===== src/rtl/mem_stage_pkg.sv =====
// mem_stage_pkg: shared types and defaults for the multi-cycle memory stage.
// Holds the access state enum, default data/address widths and the wait
// counter width derivation used by mem_stage_mc.
package mem_stage_pkg;

  typedef enum logic [1:0] {
    IDLE = 2'd0,  // no access outstanding
    WAIT = 2'd1,  // request outstanding at the external memory
    DONE = 2'd2   // one-cycle completion slot
  } state_t;

  localparam int DATA_W_DEF   = 16;
  localparam int ADDR_W_DEF   = 16;
  localparam int MAX_WAIT_DEF = 15;

  // Width needed to hold a wait count in 0..max_wait.
  function automatic int cnt_width(input int max_wait);
    return (max_wait < 2) ? 1 : $clog2(max_wait + 1);
  endfunction

  localparam int CNT_W_DEF = cnt_width(MAX_WAIT_DEF);

endpackage


===== src/rtl/pc_resolve.sv =====
// pc_resolve: combinational next-PC select for the fetch stage.
// Ports: alu_jmp/brch_taken select the source; addr is the jump target,
//        in_pc is PC+2, offset is the sign-extended branch offset; next_pc out.
module pc_resolve
  import mem_stage_pkg::*;
#(
  parameter int ADDR_W = ADDR_W_DEF
) (
  input  logic              alu_jmp,
  input  logic              brch_taken,
  input  logic [ADDR_W-1:0] addr,
  input  logic [ADDR_W-1:0] in_pc,
  input  logic [ADDR_W-1:0] offset,
  output logic [ADDR_W-1:0] next_pc
);

  logic [ADDR_W-1:0] br_target;

  // Same-width add: the carry out is dropped, so targets wrap mod 2^ADDR_W.
  assign br_target = in_pc + offset;

  // Jump has priority over a taken branch.
  always_comb begin
    next_pc = in_pc;
    if (alu_jmp) begin
      next_pc = addr;
    end else if (brch_taken) begin
      next_pc = br_target;
    end
  end

endmodule


===== src/rtl/mem_stage_mc.sv =====
// mem_stage_mc: memory stage issuing loads/stores to a variable-latency memory
// over a req/done handshake, stalling the pipeline while an access is open.
// Ports: clk/rst (sync, active-high); pipeline inputs in_valid, rd_en, wr_en,
//        halt, addr, wdata, in_pc, offset, brch_taken, alu_jmp; outputs stall,
//        rdata, rdata_valid, err, dump, next_pc; memory side mem_req, mem_wr,
//        mem_addr, mem_wdata (out) and mem_done, mem_rdata (in).
// Optional macro MEM_ALIGN_CHECK_EN: odd addresses are rejected with an err
// pulse and never reach the memory.
module mem_stage_mc
  import mem_stage_pkg::*;
#(
  parameter int DATA_W   = DATA_W_DEF,
  parameter int ADDR_W   = ADDR_W_DEF,
  parameter int MAX_WAIT = MAX_WAIT_DEF
) (
  input  logic              clk,
  input  logic              rst,
  input  logic              in_valid,
  input  logic              rd_en,
  input  logic              wr_en,
  input  logic              halt,
  input  logic [ADDR_W-1:0] addr,
  input  logic [DATA_W-1:0] wdata,
  input  logic [ADDR_W-1:0] in_pc,
  input  logic [ADDR_W-1:0] offset,
  input  logic              brch_taken,
  input  logic              alu_jmp,
  output logic              stall,
  output logic [DATA_W-1:0] rdata,
  output logic              rdata_valid,
  output logic              err,
  output logic              dump,
  output logic [ADDR_W-1:0] next_pc,
  output logic              mem_req,
  output logic              mem_wr,
  output logic [ADDR_W-1:0] mem_addr,
  output logic [DATA_W-1:0] mem_wdata,
  input  logic              mem_done,
  input  logic [DATA_W-1:0] mem_rdata
);

  localparam int            CW       = cnt_width(MAX_WAIT);
  // Counter runs 0..MAX_WAIT-1, so WAIT lasts at most MAX_WAIT cycles.
  localparam logic [CW-1:0] CNT_LAST = CW'(MAX_WAIT - 1);

  state_t        state;
  logic [CW-1:0] cnt;
  logic          can_accept;
  logic          acc;
  logic          halt_acc;
  logic          misalign;

  assign can_accept = (state == IDLE) || (state == DONE);
  assign acc        = in_valid & (rd_en | wr_en) & ~halt & can_accept;
  assign halt_acc   = in_valid & halt & can_accept;

`ifdef MEM_ALIGN_CHECK_EN
  assign misalign = addr[0];
`else
  assign misalign = 1'b0;
`endif

  // Stall covers the acceptance cycle combinationally and every WAIT cycle.
  assign stall = acc | (state == WAIT);

  always_ff @(posedge clk) begin
    if (rst) begin
      state       <= IDLE;
      cnt         <= '0;
      mem_req     <= 1'b0;
      mem_wr      <= 1'b0;
      mem_addr    <= '0;
      mem_wdata   <= '0;
      rdata       <= '0;
      rdata_valid <= 1'b0;
      err         <= 1'b0;
      dump        <= 1'b0;
    end else begin
      rdata_valid <= 1'b0;
      err         <= 1'b0;
      dump        <= halt_acc;

      case (state)
        IDLE, DONE: begin
          if (acc) begin
            // rd_en & wr_en together is latched as a store via wr_en.
            mem_addr  <= addr;
            mem_wdata <= wdata;
            mem_wr    <= wr_en;
            cnt       <= '0;
            if (misalign) begin
              err     <= 1'b1;
              mem_req <= 1'b0;
              state   <= DONE;
            end else begin
              mem_req <= 1'b1;
              state   <= WAIT;
            end
          end else begin
            state <= IDLE;
          end
        end

        WAIT: begin
          // mem_done takes priority over a timeout in the same cycle.
          if (mem_done) begin
            mem_req <= 1'b0;
            state   <= DONE;
            if (!mem_wr) begin
              rdata       <= mem_rdata;
              rdata_valid <= 1'b1;
            end
          end else if (cnt == CNT_LAST) begin
            err     <= 1'b1;
            mem_req <= 1'b0;
            state   <= IDLE;
            if (!mem_wr) begin
              rdata <= '0;
            end
          end else begin
            cnt <= cnt + 1'b1;
          end
        end

        default: begin
          mem_req <= 1'b0;
          state   <= IDLE;
        end
      endcase
    end
  end

  pc_resolve #(
    .ADDR_W(ADDR_W)
  ) u_pc_resolve (
    .alu_jmp   (alu_jmp),
    .brch_taken(brch_taken),
    .addr      (addr),
    .in_pc     (in_pc),
    .offset    (offset),
    .next_pc   (next_pc)
  );

endmodule


===== config.mk =====
export PLATFORM = sky130hd
export DESIGN_NAME = mem_stage_mc
export DESIGN_NICKNAME = d
export VERILOG_FILES = /design/src/rtl/mem_stage_pkg.sv /design/src/rtl/pc_resolve.sv /design/src/rtl/mem_stage_mc.sv
export SDC_FILE = /design/constraint.sdc
export NUM_CORES = 1
export LEC_CHECK = 0
export BUFFER_PORTS_ARGS = -buffer_cell sky130_fd_sc_hd__buf_2
export CAP_MARGIN = 0
export CELL_PAD_IN_SITES_DETAIL_PLACEMENT = 0
export CELL_PAD_IN_SITES_GLOBAL_PLACEMENT = 1
export CORE_MARGIN = 3
export CORE_UTILIZATION = 34
export CTS_CLUSTER_SIZE = 28
export DETAILED_ROUTE_END_ITERATION = 7
export PLACE_DENSITY = 0.81
export RECOVER_POWER = 100
export SYNTH_ARGS = -nofsm -noshare
export SYNTH_HDL_FRONTEND = slang
export SYNTH_SLANG_ARGS = --single-unit

===== constraint.sdc =====
create_clock -name clk -period 6.8 [get_ports clk]
set_input_delay 0.68 -clock clk [delete_from_list [all_inputs] [get_ports clk]]
set_output_delay 0.68 -clock clk [all_outputs]
set_load 0.01 [all_outputs]

Word-level counts from Yosys, hierarchy flattened

Index checks and enable logic that the tools add are counted.
Widths: inputs -> output; s select.

Flip-flop bits (word level): 59
Output and inout bits: 70
Logic and storage cells: 62

$add $sub $neg: 2
Eq/ne operators: 9
Muxes and demuxes: 20
Bitwise logic cells: 10
Reductions and logical operators: 11

Operators with widths:

| operator            | count |
|---|---|
| $mux 16             | 6 |
| $add 16x16->16      | 1 |
| $mux 4              | 3 |
| $ne 2x2->1 const B  | 5 |
| $pmux 4 s2          | 1 |
| $reduce_and 4->1    | 2 |
| $mux 1              | 6 |
| $reduce_or 3->1     | 2 |
| $and 1x1->1         | 5 |
| $add 4x1->4 const B | 1 |
| $eq 4x4->1 const B  | 1 |
| $mux 2              | 2 |
| $pmux 2 s2          | 1 |
| $reduce_and 2->1    | 2 |
| $reduce_bool 2->1   | 2 |
| $ne 3x2->1 const B  | 1 |
| $not 1->1           | 3 |
| $eq 2x1->1 const B  | 1 |
| $eq 2x2->1 const B  | 1 |
| $logic_not 2->1     | 1 |
| $or 1x1->1          | 2 |
| $pmux 1 s2          | 1 |
| $reduce_or 2->1     | 1 |
| $logic_or 1x1->1    | 1 |

Depth between registers and ports, before layout

Gate-level depths: netlist (run 1).

Depth after elaboration: 6
Depth in mapped cells: 8
Depth with buffers taken out: 8

Cells and area by module

A second synthesis (run 1) with hierarchy kept.

Cell total of the unflattened synthesis: 406
Area, all modules: 3269.4 um^2

Modules (own cells, without submodules):

| module       | times used | cells an instance | area each (um^2) | sequential area each (um^2) |
|---|---|---|---|---|
| mem_stage_mc | 1          | 250               | 2202.1           | 1181.1 |
| pc_resolve   | 1          | 156               | 1067.3           | 0.0 |

Worst setup path before layout (run 1)

No wires, ideal clock.

Path type: in2out
Start: in offset[0]
End: out next_pc[14]
Arrival: 2.488 ns
Required time: 6.120 ns
Path slack: 3.632 ns
Stages: 8
Buffers on the path: 0
Cell sequence: ha_1 -> fa_1 -> a21o_1 -> a221oi_2 -> o21ai_1 -> a41oi_1 -> o2111ai_1 -> nand3b_1

Word-level cells in the longest chain between the ends: 3

Ends and longest elaborated chain:

| item            | line               | source |
|---|---|---|
| start, declared | mem_stage_mc.sv:25 | `input logic [ADDR_W-1:0] offset,` |
| $add 16x16->16  | pc_resolve.sv:20   | `assign br_target = in_pc + offset;` |
| $mux 16         | pc_resolve.sv:27   | `end else if (brch_taken) begin` |
| $mux 16         | pc_resolve.sv:25   | `if (alu_jmp) begin` |
| end, declared   | mem_stage_mc.sv:33 | `output logic [ADDR_W-1:0] next_pc,` |

No other way between the ends.

Worst setup path in the final report (run 1)

Same ends and word-level chain as after synthesis.

==> out/metrics.cfg, run 1 <==
[layout]
multi_input_area_sq_um = 1840
seq_area_sq_um = 1180
fin_nets = 649
fillers = 952
antenna_cells = 0
syn_to_final_growth_pct = 28.7
drive_gt1_share_pct = 21.2
utilization_pct = 45.9

[power]
p_leak_nw = 1.72
peakVddDrop_mv = 0.0679
total_power_mw = 0.843
cellPowerDensity_nw_per_um2 = 207

[critical_path]
worstPathRequired_ns = 6.12
max_stage_delay_ns = 0.59
crit_fanout = 4
start_kind = input port
critPathSlowestCell = a221oi_1
cp_cell_sequence = buf_2 -> ha_1 -> fa_1 -> a21o_1 -> a221oi_1 -> o21ai_0 -> a41oi_1 -> o2111ai_1 -> nand3b_1 -> clkbuf_1
crit_cells = 10
cp.arrival_ns = 3.36
worstSetupPathType = in -> out
crit_family = compound AO/OA/AOI/OAI gates
critPathBufInv = 2
worstRegToRegCells = 6
end_kind = output pin

[logic_synthesis]
synthesis.area_sq_um = 3170
yosysWarnings = 0
yosysSeqAreaShare_pct = 37.3
ys_types = 52
synth_top_area_share_pct = 37.3
synthAdderAreaFrac_pct = 7.34
synth_compound_area_share_pct = 24.7
synth_xor_area_share_pct = 3.04
synthTopCellsByCount = nand2_1, dfxtp_1, a21oi_1, nor2_1, a22oi_1
synth-edff-count = 0
synth_flop_cell = dfxtp_1
postSynthAreaPerCell_sq_um = 8.07
synth_top_family_by_area = compound AO/OA/AOI/OAI gates
postSynth.asyncResetShare_pct = 0
syn-num-nets = 500
syn_inst = 393
yosys-mux-area-fraction_pct = 2.25
synth_area_leaders = dfxtp_1, nand2_1, a21oi_1, ha_1, a22oi_1
yosys_register_bits = 59
synth_simple_gate_area_share_pct = 21.0
yosysMostFrequentCell = nand2_1
synth_area_leader_cell = dfxtp_1

[clock_tree]
tritoncts = built
root_buffer = clkbuf_8
cts.reportedPaths.clkPinSlew_ns = 0.06
cts-htree-levels = 3
clock-sinks = 59
cts_buffers = 9
cts_setup_buffers = 0
holdBufCountCts = 0
clock_latency_ns = 0.32
cts-resized-gates = 0
cts_buffer_depth = 2

[placed_design]
portBuffers = 158
post-place-ws_ns = 3.13
dp_hpwl_microns = 6870
routabilityCongestion = 0.826

[timing]
rsz0062_at_grt = false
tns_ns = 0
hold_violations = 0
drv_slew = 59
clock-skew-final_ns = 0.00870
fin_crit_ns = 4.04
fmax_mhz = 248
slew_headroom_pct = -71.1
setup_viol = 0
setup_slack_ns = 2.76
worstMarginPinSlew_ns = 2.57
fin_crit_sh_pct = 59.4

[flow_run]
drv_cap = 1

[drt]
first_pass_iters = 4
routed_wl_microns = 9080
drc = 0
via_per_inst = 5.03
num_vias = 3290
wl_per_cell_microns = 13.9
ant_nets = 0
first_iter_violations = 96

[die]
die-area_sq_um = 10500
start_util_pct = 35.7
die_width_microns = 103
die_h_microns = 103
std_cell_rows = 34
coreArea_sq_um = 8890
io-pin-count = 159

[grt]
grt_first_pass_wirelength_microns = 13700
grt_pass1_vias = 2876
grt_max_degree = 59
grt_overflow = 0
antenna_found_initial = 0
grtUsageTotal_pct = 16.3

[hold_path]
hold_path_depth = 2
hp-class = reg -> reg

[status]
status = finished, violations left
violations = max-capacitance violations, max-slew violations

-- layout make-up --
class	count	share of cell area, %
sequential	59	28.9
clock buffer	9	3.03
clock inverter	6	1.41
tap	108	3.31
timing repair buffer	160	17.7
multi-input combinational	305	45.0
inverter	7	0.644
-- per-layer routing --
layer  global-route usage, %  part of all wire (%)  up-vias
met1                    20.9                    45     1479
met5                       0                     0        -
met2                    26.6                    47      109
met4                    6.96                   2.1        0
met3                    3.18                   5.7       14
li1                        -                     -     1688
-- registers in the layout, indices dropped and copies added (netlist names) --
name         count
mem_addr        16
mem_wdata       16
rdata           16
cnt              4
state            2
dump             1
err              1
mem_req          1
mem_wr           1
rdata_valid      1
-- tightest hold or removal path, cell delays in order, from the launching register on --
cell and delay [ns]:
dfxtp_1 0.31, nand2_1 0.05, a21oi_1 0.05
-- layout by cell type, fill, tap and decap left out, types with 2 or more instances in the layout --
cell	synthesis	layout
buf_2	1	90
a22oi_1	23	23
xor2_1	6	6
o211ai_1	4	4
o21bai_1	2	2
o21ai_0	13	14
nand2_1	85	85
nand3_1	3	3
inv_1	7	7
a21o_1	7	7
or3_1	4	4
nor3b_1	4	4
dfxtp_1	59	59
a31oi_1	2	2
clkbuf_1	17	68
nor3_1	6	6
mux2i_1	6	6
nand2b_1	4	4
buf_4	0	2
and3_2	2	2
nand4_1	4	4
and2_1	2	2
clkbuf_8	0	9
a211oi_1	2	2
ha_1	17	17
nand3b_1	2	2
nor4_1	2	2
a21oi_1	48	48
clkinv_2	0	4
xnor2_1	5	5
nor2_1	29	29
-- cells by family (layout without fill, tap and decap cells) --
group	count (synthesis)	in the layout
multiplexers	7	7
AND/OR/NAND/NOR	151	151
adder cells (fa/ha/maj)	18	18
flip-flops	59	59
buffers and inverters	29	182
XOR/XNOR	11	11
AO/OA/AOI/OAI	118	118
-- power breakdown --
part	switching (mW)	total (mW)	internal (mW)
Combinational	0.108	0.186	0.0774
Sequential	0.00589	0.364	0.358
Clock	0.130	0.294	0.164
Total	0.244	0.843	0.599
-- per-stage QoR --
step                area (sq um)  std cells  hold slack, ns
floorplan                   3170        393           0.472
global placement            4000        639           0.440
detailed placement          4000        639           0.444
CTS                         4180        654           0.453
global route                4080        654           0.471
finish                      4080        654           0.452
-- path summary, 6_finish.rpt --
path,from,to,slack (ns)
max,offset[0],next_pc[14],2.76
min,mem_wdata[2],mem_wdata[2],0.45
max reg2reg,cnt[0],rdata[9],4.73
min reg2reg,mem_wdata[2],mem_wdata[2],0.45
Note: power is estimated with default switching activity, not from simulation.
==> inputs of run 2 (changes only) <==
- CORE_UTILIZATION: 34 -> 32
- PLACE_DENSITY: 0.81 -> 0.76
- clock period: 6.8 -> 3.81 ns (I/O delays scaled with it)
==> out/metrics.cfg, run 2 (same netlist as run 1, synthesis figures left out) <==
[power]
cellPowerDensity_nw_per_um2 = 401  ; +94%
total_power_mw = 1.67  ; +98%
p_leak_nw = 1.74  ; +1.5%
peakVddDrop_mv = 0.171  ; +150%

[clock_tree]
cts_buffers = 9  ; unchanged
root_buffer = clkbuf_8
cts_buffer_depth = 2  ; unchanged
clock-sinks = 59  ; unchanged
tritoncts = built
clock_latency_ns = 0.33  ; about the same
cts.reportedPaths.clkPinSlew_ns = 0.06  ; about the same
cts-resized-gates = 0  ; unchanged
cts-htree-levels = 3  ; unchanged
holdBufCountCts = 0  ; unchanged
cts_setup_buffers = 0  ; unchanged

[drt]
drc = 0  ; unchanged
first_pass_iters = 4  ; unchanged
num_vias = 3310  ; +0.61%
first_iter_violations = 134  ; +40%
ant_nets = 0  ; unchanged
via_per_inst = 4.90  ; -2.7%
routed_wl_microns = 9300  ; +2.4%
wl_per_cell_microns = 13.8  ; -0.90%

[grt]
grt_overflow = 0  ; unchanged
grtUsageTotal_pct = 16.6  ; +0.34 points
grt_pass1_vias = 3214  ; +12%
antenna_found_initial = 0  ; unchanged
grt_first_pass_wirelength_microns = 15300  ; +12%
grt_max_degree = 59  ; unchanged

[timing]
fmax_mhz = 317
holdWs_ns = 0.278  ; -0.175 ns
fin_crit_ns = 3.15
hold_violations = 0  ; unchanged
drv_slew = 59  ; unchanged
clock-skew-final_ns = 0.00629  ; -0.00241 ns
worstMarginPinSlew_ns = 2.58  ; +0.00830 ns
setup_slack_ns = 0.656  ; -2.10 ns
slew_headroom_pct = -71.7  ; -0.55 points
setup_viol = 0  ; unchanged
tns_ns = 0  ; unchanged
fin_crit_sh_pct = 82.8
rsz0062_at_grt = false

[critical_path]
worstPathRequired_ns = 3.43  ; -2.69 ns
end_kind = output pin
critPathBufInv = 2  ; unchanged
cp.arrival_ns = 2.77  ; -0.59 ns
critPathSlowestCell = a221oi_2
cp_cell_sequence = buf_2 -> ha_1 -> fa_1 -> a21o_1 -> a221oi_2 -> o21ai_0 -> a41oi_1 -> o2111ai_1 -> nand3b_1 -> clkbuf_1
start_kind = input port
worstSetupPathType = in -> out
max_stage_delay_ns = 0.41  ; -0.18 ns
crit_fanout = 4  ; unchanged
crit_family = compound AO/OA/AOI/OAI gates

[layout]
final_cell_mix = buf_2, nand2_1, clkbuf_1, dfxtp_1, a21oi_1
multi_input_area_sq_um = 1830  ; -0.34%
seq_area_sq_um = 1180  ; unchanged
antenna_cells = 0  ; unchanged
final_cells = 676  ; +3.4%
reg.largest.list = mem_addr (16), mem_wdata (16), rdata (16)
drive_gt1_share_pct = 21.2  ; -0.039 points
final_common_cell = buf_2
fillers = 1031  ; +8.3%
fin_nets = 649  ; unchanged
syn_to_final_growth_pct = 31.4

[placed_design]
place_inst = 660  ; +3.3%
routabilityCongestion = 0.843  ; +1.9%
post-place-ws_ns = 0.751  ; -2.38 ns
dp_hpwl_microns = 7120  ; +3.5%
portBuffers = 158  ; unchanged

[die]
die_h_microns = 106  ; +2.9%
coreArea_sq_um = 9420  ; +5.9%
start_util_pct = 33.7  ; -2.0 points
die_width_microns = 106  ; +2.9%
die-area_sq_um = 11100  ; +5.9%
io-pin-count = 159  ; unchanged
std_cell_rows = 35  ; +2.9%

[hold_path]
hp-class = in -> reg

[status]
status = finished, violations left
violations = max-capacitance violations, max-slew violations

[flow_run]
drv_cap = 1  ; unchanged

==> run 2: cell types whose count changed in the layout (fill, tap and decap cells not counted), sizes merged <==
cell | previous run | this run
buf | 92 | 94
bufinv | 1 | 3
clkbuf | 77 | 78
clkinv | 4 | 0
==> run 2: cell type report <==
class                      count  area share [%]
sequential                    59            28.4
multi-input combinational    305            43.9
clock buffer                  12            3.48
inverter                       7           0.631
clock inverter                 4            2.34
timing repair buffer         160            17.4
tap                          129            3.88
==> run 2: power breakdown <==
part           internal [mW]  switching (mW)  leakage (nW)  total, mW
Clock                  0.453           0.237         0.117      0.690
Sequential             0.638          0.0106         0.479      0.649
Combinational          0.138           0.193          1.15      0.331
==> run 2: worst paths after layout <==
path	startpoint	depth (start not counted)	end	slack, ns
worst min-delay path	mem_done	2	err	0.28
worst max register to register	cnt[0]	6	rdata[9]	1.71
worst min register to register	mem_addr[5]	2	mem_addr[5]	0.45
worst max-delay path	offset[0]	10	next_pc[14]	0.66
==> run 2: layer usage <==
metal	GRT usage, %	up-vias	routed length (microns)
met5	0	-	0
met3	4.47	11	566
met1	20.8	1495	4190
li1	-	1692	-
met2	27.7	112	4400
met4	5.27	0	144
==> run 2: per-stage QoR <==
stage	util (%)	area [sq um]
finish	44.2	4170
global route	44.2	4170
CTS	45.4	4270
detailed placement	42.8	4030
global placement	42.8	4030
floorplan	-	3170
==> run 2: worst reg2reg max path, stage by stage, from the launching register on <==
cell	delay [ns]
dfxtp_1	0.36
inv_1	0.09
ha_1	0.19
and3_1	0.21
o21ai_1	0.84
a22oi_1	0.18
nor2_1	0.14
==> inputs of run 3 (changes only) <==
- CORE_UTILIZATION: 32 -> 29
- PLACE_DENSITY: 0.76 -> 0.73
- clock period: 3.81 -> 2.65 ns (I/O delays scaled with it)
==> out/metrics.cfg, run 3 (same netlist as run 1, synthesis figures left out) <==
[layout]
antenna_cells = 0  ; unchanged
final_cells = 689  ; +1.9%
syn_to_final_growth_pct = 33.2
final_cell_mix = buf_2, nand2_1, clkbuf_1, dfxtp_1, a21oi_1
reg.largest.list = mem_addr (16), mem_wdata (16), rdata (16)
drive_gt1_share_pct = 23.3  ; +2.1 points
fillers = 1144  ; +11%
fin_nets = 656  ; +1.1%
final_common_cell = buf_2

[die]
die-area_sq_um = 12200  ; +9.7%
die_width_microns = 111  ; +4.8%
coreArea_sq_um = 10500  ; +11%
die_h_microns = 111  ; +4.8%
io-pin-count = 159  ; unchanged
std_cell_rows = 37  ; +5.7%
start_util_pct = 30.3  ; -3.4 points

[placed_design]
place_inst = 674  ; +2.1%
routabilityCongestion = 0.794  ; -5.8%
dp_hpwl_microns = 7490  ; +5.3%
portBuffers = 158  ; unchanged

[power]
peakVddDrop_mv = 0.227  ; +33%
switching_share_pct = 28.2  ; +1.9 points
combPwrFrac_pct = 22.4  ; +2.6 points
switching_power_mw = 0.634  ; +44%
total_power_mw = 2.25  ; +35%
seqPwrFrac_pct = 41.5  ; +2.6 points
cellPowerDensity_nw_per_um2 = 532  ; +33%
pwr-share-clk_pct = 36.0  ; -5.3 points
p_int_mw = 1.61  ; +31%
p_leak_nw = 1.77  ; +1.6%

[flow_run]
drv_cap = 1  ; unchanged

[grt]
grtUsageTotal_pct = 15.7  ; -0.95 points
grt_pass1_vias = 3308  ; +2.9%
grt_first_pass_wirelength_microns = 15900  ; +3.9%
grt_overflow = 0  ; unchanged
grt_max_degree = 43  ; -27%
antenna_found_initial = 0  ; unchanged

[critical_path]
regToRegSetupSlack_ns = 0.44  ; -1.27 ns
max_stage_delay_ns = 0.38  ; -0.03 ns
reg2reg_to = mem_wdata[15]
start_kind = input port
end_kind = output pin
crit_fanout = 4  ; unchanged
cp_cell_sequence = buf_2 -> ha_1 -> and3_2 -> a21boi_4 -> nor2_1 -> or3_1 -> a311oi_1 -> a21o_1 -> buf_2
rr_startpoint = state[0]
worstPathRequired_ns = 2.38  ; -1.05 ns
worstRegToRegCells = 5  ; -1
worstSetupPathType = in -> out
critPathSlowestCell = a311oi_1
crit_top_cell = buf_2
cp.arrival_ns = 2.23  ; -0.54 ns

[status]
violations = max-capacitance violations, max-slew violations
status = finished, violations left

[clock_tree]
holdBufCountCts = 0  ; unchanged
clock-sinks = 59  ; unchanged
clock_latency_ns = 0.33  ; about the same
cts_setup_buffers = 0  ; unchanged
root_buffer = clkbuf_8
tritoncts = built
cts_buffers = 9  ; unchanged
cts.reportedPaths.clkPinSlew_ns = 0.06  ; about the same
cts_buffer_depth = 2  ; unchanged
cts-htree-levels = 3  ; unchanged

[timing]
setup_viol = 0  ; unchanged
tns_ns = 0  ; unchanged
worstMarginPinSlew_ns = 1.88  ; -0.693 ns
slew_headroom_pct = -25.5  ; +46 points
drv_slew = 43  ; -27%
fin_crit_ns = 2.50
fmax_mhz = 400
hold_violations = 0  ; unchanged
rsz0062_at_grt = false
clock-skew-final_ns = 0.00548  ; -0.000812 ns
fin_crit_sh_pct = 94.3

[drt]
wl_per_cell_microns = 14.1  ; +2.3%
via_per_inst = 4.79  ; -2.1%
num_vias = 3302  ; -0.24%
routed_wl_microns = 9700  ; +4.3%
first_iter_violations = 139  ; +3.7%
ant_nets = 0  ; unchanged
first_pass_iters = 4  ; unchanged
drc = 0  ; unchanged

[hold_path]
min_from = mem_done
whs_endpoint = err
hold_path_depth = 2  ; unchanged
hp-class = in -> reg

==> run 3: cell types whose count changed in the layout (fill, tap and decap cells not counted), moves of 2 or more <==
cell / previous run / this run
buf_2: 92 / 95
buf_4: 2 / 8
clkbuf_1: 68 / 66
bufinv_16: 3 / 1
==> run 3: area by class of cell <==
type                       count  area, sq um  area share (%)
timing repair buffer         167          776            18.4
clock buffer                  13          159            3.76
tap                          136          170            4.03
sequential                    59         1180            28.0
clock inverter                 2         35.0           0.830
multi-input combinational    305         1880            44.4
inverter                       7         26.3           0.622
==> run 3: worst max path at each step <==
stage	from	endpoint	slack, ns	cells after the start
after detailed placement	offset[0]	next_pc[14]	0.004	10
after CTS	offset[0]	next_pc[14]	0.05	10
after global routing	offset[0]	next_pc[6]	0.02	10
final	in_pc[5]	next_pc[11]	0.15	9
after floorplan	offset[0]	next_pc[14]	0.31	8
after global placement	offset[0]	next_pc[14]	0.008	10
==> run 3: critical path, delay by kind of cell <==
kind / cells / cell delay [ns]
adder cells (fa/ha/maj): 1 / 0.36
AND/OR/NAND/NOR: 3 / 0.63
AO/OA/AOI/OAI: 3 / 0.74
buffers and inverters: 2 / 0.23
==> run 3: routing by layer <==
| metal | vias to the layer above | global-route usage [%] | wire [microns] |
|---|---|---|---|
| li1 | 1698 | - | - |
| met1 | 1496 | 18.5 | 4350 |
| met2 | 91 | 27.0 | 4670 |
| met3 | 17 | 2.79 | 421 |
| met4 | 0 | 8.05 | 260 |
| met5 | - | 0 | 0 |
==> run 3: power by group through the flow <==
stage / Clock, mW / Combinational, mW / Sequential [mW]
floorplan: 0 / 0.295 / 0.965
global placement: 0 / 0.507 / 0.951
detailed placement: 0 / 0.510 / 0.952
CTS: 0.849 / 0.516 / 0.932
global route: 0.877 / 0.567 / 0.937
finish: 0.809 / 0.504 / 0.933
==> run 3: what timing repair did <==
item	4_1_cts	5_1_grt
hold endpoints to repair	0	0
pin swaps	0	4
endpoints found under the setup margin	1	5
gates resized for setup	1	2
==> run 3: stage by stage <==
stage	utilization [%]	worst slack (ns)	hold slack (ns)	instance area [sq um]
6_report	40.4	0.151	0.166	4220
5_1_grt	40.4	0.0211	0.162	4220
4_1_cts	41.0	0.0480	0.134	4290
3_5_place_dp	39.1	0.00361	0.444	4090
3_3_place_gp	39.1	0.00800	0.438	4090
2_1_floorplan	-	0.312	0.342	3170
